$ cat src/rtl/cdb_arbiter.sv
// Common Data Bus arbiter: picks one pending functional-unit result per cycle,
// round-robin, and broadcasts it with the producer's tag and a registered Ack.
module cdb_arbiter #(
    parameter int                N_REQ    = 3,
    parameter int                DATA_W   = 16,
    parameter logic [DATA_W-1:0] NO_VALUE = 16'hFFF0
) (
    input  logic                      Clock,
    input  logic                      Reset,
    input  logic                      Flush,
    input  logic [N_REQ-1:0]          Req,
    input  logic [DATA_W*N_REQ-1:0]   Req_Data,
    output logic [N_REQ-1:0]          Ack,
    output logic                      Cdb_Valid,
    output logic [2:0]                Cdb_Tag,
    output logic [DATA_W-1:0]         Cdb_Data
);

    localparam int PTR_W = (N_REQ > 1) ? $clog2(N_REQ) : 1;
    localparam logic [PTR_W-1:0] LAST_INIT = PTR_W'(N_REQ - 1);

    logic [PTR_W-1:0]  last_grant_r;
    logic [N_REQ-1:0]  ack_r;
    logic              cdb_valid_r;
    logic [2:0]        cdb_tag_r;
    logic [DATA_W-1:0] cdb_data_r;

    logic [N_REQ-1:0]  eligible_s;
    logic              win_found_s;
    logic [PTR_W-1:0]  win_idx_s;
    logic [N_REQ-1:0]  ack_next_s;
    logic [DATA_W-1:0] data_next_s;

    // Returns {found, index} of the first eligible requester after 'last'.
    function automatic logic [PTR_W:0] pick_winner(
        input logic [N_REQ-1:0] elig,
        input logic [PTR_W-1:0] last
    );
        logic [PTR_W:0] res;
        int             cand;
        res = '0;
        for (int off = 1; off <= N_REQ; off++) begin
            cand = (int'(last) + off) % N_REQ;
            if (!res[PTR_W] && elig[PTR_W'(cand)]) begin
                res = {1'b1, PTR_W'(cand)};
            end else begin
                res = res;
            end
        end
        return res;
    endfunction

    // Winner selection; a requester acked this cycle is masked to avoid a double grant.
    always_comb begin
        eligible_s  = Req & ~ack_r;
        {win_found_s, win_idx_s} = pick_winner(eligible_s, last_grant_r);
        ack_next_s  = '0;
        data_next_s = NO_VALUE;
        for (int i = 0; i < N_REQ; i++) begin
            if (win_found_s && (win_idx_s == PTR_W'(i))) begin
                ack_next_s[i] = 1'b1;
                data_next_s   = Req_Data[i*DATA_W +: DATA_W];
            end else begin
                ack_next_s[i] = 1'b0;
            end
        end
    end

    // Registered bus outputs and round-robin pointer; Flush behaves like a synchronous reset.
    always_ff @(posedge Clock or posedge Reset) begin
        if (Reset) begin
            ack_r        <= '0;
            cdb_valid_r  <= 1'b0;
            cdb_tag_r    <= 3'd0;
            cdb_data_r   <= NO_VALUE;
            last_grant_r <= LAST_INIT;
        end else if (Flush) begin
            ack_r        <= '0;
            cdb_valid_r  <= 1'b0;
            cdb_tag_r    <= 3'd0;
            cdb_data_r   <= NO_VALUE;
            last_grant_r <= LAST_INIT;
        end else if (win_found_s) begin
            ack_r        <= ack_next_s;
            cdb_valid_r  <= 1'b1;
            cdb_tag_r    <= 3'(win_idx_s) + 3'd1;
            cdb_data_r   <= data_next_s;
            last_grant_r <= win_idx_s;
        end else begin
            ack_r        <= '0;
            cdb_valid_r  <= 1'b0;
            cdb_tag_r    <= 3'd0;
            cdb_data_r   <= NO_VALUE;
            last_grant_r <= last_grant_r;
        end
    end

    assign Ack       = ack_r;
    assign Cdb_Valid = cdb_valid_r;
    assign Cdb_Tag   = cdb_tag_r;
    assign Cdb_Data  = cdb_data_r;

endmodule

$ cat config.mk
export PLATFORM = sky130hd
export DESIGN_NAME = cdb_arbiter
export DESIGN_NICKNAME = d
export VERILOG_FILES = /design/src/rtl/cdb_arbiter.sv
export SDC_FILE = /design/constraint.sdc
export NUM_CORES = 1
export LEC_CHECK = 0
export CAP_MARGIN = 20
export CORE_UTILIZATION = 60
export CTS_BUF_LIST = sky130_fd_sc_hd__clkbuf_16
export DETAILED_ROUTE_END_ITERATION = 8
export DONT_BUFFER_PORTS = 1
export PLACE_DENSITY = 0.76
export SYNTH_ARGS = -nofsm -noshare
export SYNTH_HDL_FRONTEND = slang
export SYNTH_SLANG_ARGS = --single-unit
$ cat constraint.sdc
create_clock -name Clock -period 7.8 [get_ports Clock]
set_input_delay 1.56 -clock Clock [delete_from_list [all_inputs] [get_ports Clock]]
set_output_delay 1.56 -clock Clock [all_outputs]
set_load 0.02 [all_outputs]
* Yosys cells after proc, flatten, opt, wreduce, memory -nomap -nowiden
Cells that the tools add are included.
Storage, ports and cells: register bits 25, word-level logic and storage cells 56, output and inout bits 23
Cells by class: reduce and logical (&&, ||, !) cells 9, bitwise gates (word level) 2, equality and inequality tests 2, divide/modulo/power cells 3, magnitude comparators 3, add/subtract/negate cells 4, muxes and demuxes 28
Operator list (number):
- remainder unit 32 x 3 -> 32 bit (second input constant) | 3
- two-way mux 16 bit | 5
- two-way mux 3 bit | 7
- < comparator 2 x 4 -> 1 bit (second input constant) | 3
- two-way mux 1 bit | 11
- adder 2 x 1 -> 3 bit (second input constant) | 2
- adder 2 x 2 -> 3 bit (second input constant) | 2
- binary-select mux 1 bit (select 2 bit) | 3
- logical AND 1 bit | 5
- two-way mux 2 bit | 2
- AND 3 bit | 1
- inverter 3 bit | 1
- equality test 2 x 1 -> 1 bit (second input constant) | 1
- equality test 2 bit (second input constant) | 1
- logical NOT 1 bit | 2
- logical NOT 2 bit | 1
- nonzero test 2 bit | 1

* Longest topological paths before layout
depth in word-level cells 19, gate-level depth with buffers 15, depth with buffers taken out 13

* Least setup slack after synthesis
OpenSTA, ideal clock, no wires.
path kind input-to-reg, from input port Req[1], to register cdb_data_r[10], in the netlist Cdb_Data[10], cell stages on the path 10, data arrival time 3.722 ns, required time 7.713 ns, setup slack 3.991 ns, buffers on the path 1, path through or2b_2 nor3b_1 or4_1 nor2_1 a21o_2 ha_1 or3_1 a211oi_4 buf_6 a22oi_1
On the way: longest elaborated chain between the ends 18, elaborated cells between the ends (all ways) 28, those cells by class eq/ne (2); mux (17); bitwise (1); reduce/logical (8)
RTL lines:
- start: declaration | line 11 | input logic [N_REQ-1:0] Req,
- AND 3 bit (*) | line 55 | eligible_s = Req & ~ack_r;
- binary-select mux 1 bit (select 2 bit) | line 44 | if (!res[PTR_W] && elig[PTR_W'(cand)]) begin
- two-way mux 1 bit (not written as such) (2 in series) | line 44
- two-way mux 3 bit | line 44
- logical NOT 1 bit | line 44
- logical AND 1 bit | line 44
- two-way mux 3 bit | line 44
- logical NOT 1 bit | line 44
- logical AND 1 bit | line 44
- two-way mux 3 bit (*) | line 44
- logical NOT 2 bit | line 60 | if (win_found_s && (win_idx_s == PTR_W'(i))) begin
- logical AND 1 bit | line 60
- two-way mux 16 bit (3 in series) | line 60
- two-way mux 16 bit (*) | line 83 | end else if (win_found_s) begin
- two-way mux 16 bit (*) | line 77 | end else if (Flush) begin
- end signal: assignment | line 87 | cdb_data_r <= data_next_s;
- end: declaration | line 26 | logic [DATA_W-1:0] cdb_data_r;
Every way passes the cells marked *; elsewhere a longest branch is shown, timed or not. The select of a mux whose other input is x is not followed. A chain may end at the register's enable or synchronous reset.

* Final worst setup path
from input port Req[1], to register cdb_data_r[6], in the netlist Cdb_Data[6]
Same word-level chain as after synthesis.

==> metrics.txt <==
run status=finished, final reports clean; Chip Width=between 50 and 60 um; PortBufs=0; clock skew=~0.012 ns; placed insts=165; Finished Core Util=between 60% and 70%; core area=approximately 2300 um2; setup slack after layout=around 3.3 ns; Clk pin slew, worst setup/hold paths=roughly 0.07 ns; placed cell area=about 1500 um2; sequential area share after synthesis=~43%; post-CTS sizing=0; total congestion overflow=0; Setup TNS=0 ns; # rows=17; fin area=1550 um2; gr usage total=~25%; number of remaining DRC errors=0; Die Height=approximately 52 um; CP Class=in -> reg; Worst IR Drop VDD=between 0.0003 and 0.0004 V; Slowest-stage cell, CP=ha_1; FF+latch count, synth=25; power density over the cells=526 nW/um2; Warnings, synthesis=0; minimum clock period=approximately 4.5 ns; slew margin rel.=40.4%; most common cell after layout, fill and taps aside=a21oi_1; CP Cell Sequence=or2b_2 -> nor3b_1 -> or4_1 -> nor2_1 -> a21oi_1 -> inv_1 -> ha_1 -> inv_1 -> nand2_1 -> o22ai_1 -> a22oi_1; largest net degree at the start of global routing=26; cts hold-fix bufs=0; Mean Syn Cell Area=between 10 and 15 um2; post-route ant nets=0; nets@finish=202; fin. max-slew vios=0; synthesized cell area=roughly 1500 um2; Max Clk Rate=between 200 and 250 MHz; via-per-instance ratio=7.04; post-synthesis cell count=~150; Post-Layout Cell Count=roughly 170; Required @ worst endpoint=around 8.0 ns; Setup WS pre-CTS=3.08 ns; Pre-Repair DR Iteration Count=4; Initial Utilization=65.1%; # IOs=just under 80; Routed Wire Length=approximately 3200 um; Worst EP arrival=between 4 and 5 ns; Inserted Clock Buffers=3; leakage power=between 0.6 and 0.7 nW; CP Buf/Inv Count=2; slowest stage delay, CP=0.63 ns; Synth Flop Type=dfstp_2; worst hold path class=reg -> reg; Vias=roughly 1200; Final Wtd Congestion=around 0.93; Syn-to-layout area delta=4.81%; first-pass GRT wire length=~5000 um; H-tree depth=1; crit end category=register; Net Count, Synth=between 200 and 250; vias in the first global route=1069; Worst-Margin Slew=between 0.8 and 0.9 ns; post-CTS setup buffers=0; Wirelength per Cell=~19 um; Post-synth EDFFs=0; Die ar.=2670 um2; setup violators final=0; Skew-Pair Late Insertion Delay=0.26 ns; total power=just over 800 uW; Post-synth ARST share=100%; distinct cell type count of the synthesized netlist=between 40 and 50; commonest cells after routing, fill and taps aside=a21oi_1 (17), dfstp_2 (13), o22ai_1 (13); hpwl dp=around 2400 um; Hold Worst Slack=0.569 ns; clk root buf=clkbuf_16; Final Hold Viols=0; max cap viols=0; critical-path maximum fanout=22; initial antenna violation count=0; share of layout cells above drive strength 1=a little under a quarter; CTS Sinks=25; RSZ-0062 raised after global routing=no; CP Launch Type=input port; CTS tree=built; maximum clock insertion buffer count=2; Fillers=about 190; crit share post-route=57.8%; DRT iter0 DRCs=29; ANT cells=0; CP dominant cell by count=inv_1; cell family contributing the most delay on the critical path=simple AND/OR/NAND/NOR gates
-- cells in the mapped netlist (all sizes together) (2+ instances only) --
cell type	instances	share of area [%]
o22ai	13	5.5
nor2b	2	0.84
a22oi	13	6.9
buf	5	2.5
inv	8	2.0
ha	6	5.1
nand2b	5	2.1
clkbuf	5	1.3
dfrtp	12	20
or2b	5	3.0
a21oi	17	5.7
a32o	4	2.7
nor4	3	1.3
a211oi	3	2.4
nor2	6	1.7
nor3	3	1.0
a22o	4	2.4
dfstp	13	23
and2	2	0.93
-- state kept, by name (all words and copies together) (netlist names) --
register	cells
Cdb_Valid	1
Ack	3
last_grant_r	2
Cdb_Tag	3
Cdb_Data	16
-- layout make-up --
class | instances | area (um2) | share of cell area, %
Clock buffer | 3 | 75.1 | 4.83
Clock inverter | 1 | 6.26 | 0.403
Inverter | 8 | 30.0 | 1.93
Multi-Input combinational cell | 103 | 753 | 48.5
Sequential cell | 25 | 642 | 41.3
Tap cell | 28 | 35.0 | 2.26
Timing Repair Buffer | 1 | 11.3 | 0.725
-- power by group --
group	switching [mW]	internal, mW	total, mW
logic	0.279	0.183	0.461
registers	0.0573	0.184	0.242
clock network	0.0441	0.0697	0.114
-- worst reg2reg max path: stages (launching register included) --
cell and delay (ns):
dfstp_2 0.57, inv_1 0.08, ha_1 0.30, or2b_2 0.22, a21oi_1 0.08, or4_1 0.57
nor2_1 0.16, a21oi_1 0.12, inv_1 0.11, ha_1 0.63, inv_1 0.42, nand2_1 0.44
o22ai_1 0.16, a22oi_1 0.23
-- path summary, 6_finish.rpt --
kind / from / end / slack, ns / depth (start not counted)
max in group asynchronous: Reset / Cdb_Tag[2]$_DFF_PP0_ / 5.86 / 1
worst max register to register: last_grant_r[1]$_DFFE_PP1P_ / Cdb_Data[6]$_DFF_PP1_ / 3.63 / 13
worst max-delay path: Req[1] / Cdb_Data[6]$_DFF_PP1_ / 3.29 / 11
worst min-delay path: last_grant_r[1]$_DFFE_PP1P_ / last_grant_r[1]$_DFFE_PP1P_ / 0.57 / 2
worst min register to register: last_grant_r[1]$_DFFE_PP1P_ / last_grant_r[1]$_DFFE_PP1P_ / 0.57 / 2
min in group asynchronous: Reset / Cdb_Valid$_DFF_PP0_ / 1.38 / 1
-- kinds of logic after synthesis --
| family | Yosys count | synth area share (%) |
|---|---|---|
| and+or+nand+nor | 36 | 15.6 |
| adders and majority gates | 6 | 5.07 |
| buffers and inverters | 18 | 5.83 |
| DFF | 25 | 43.3 |
| AOI/OAI and AO/OA | 60 | 29.5 |
| muxes | 1 | 0.676 |
-- metal layers --
metal / part of all wire [%] / up-vias / global-route usage (%) / wire [um]
li1: - / 542 / - / -
met1: 40 / 579 / 33.8 / 1270
met2: 50 / 64 / 40.5 / 1600
met5: 0 / - / 0 / 0
met3: 9.5 / 4 / 6.43 / 305
met4: 0.97 / 0 / 4.50 / 31
Note: power is estimated with default switching activity, not from simulation.
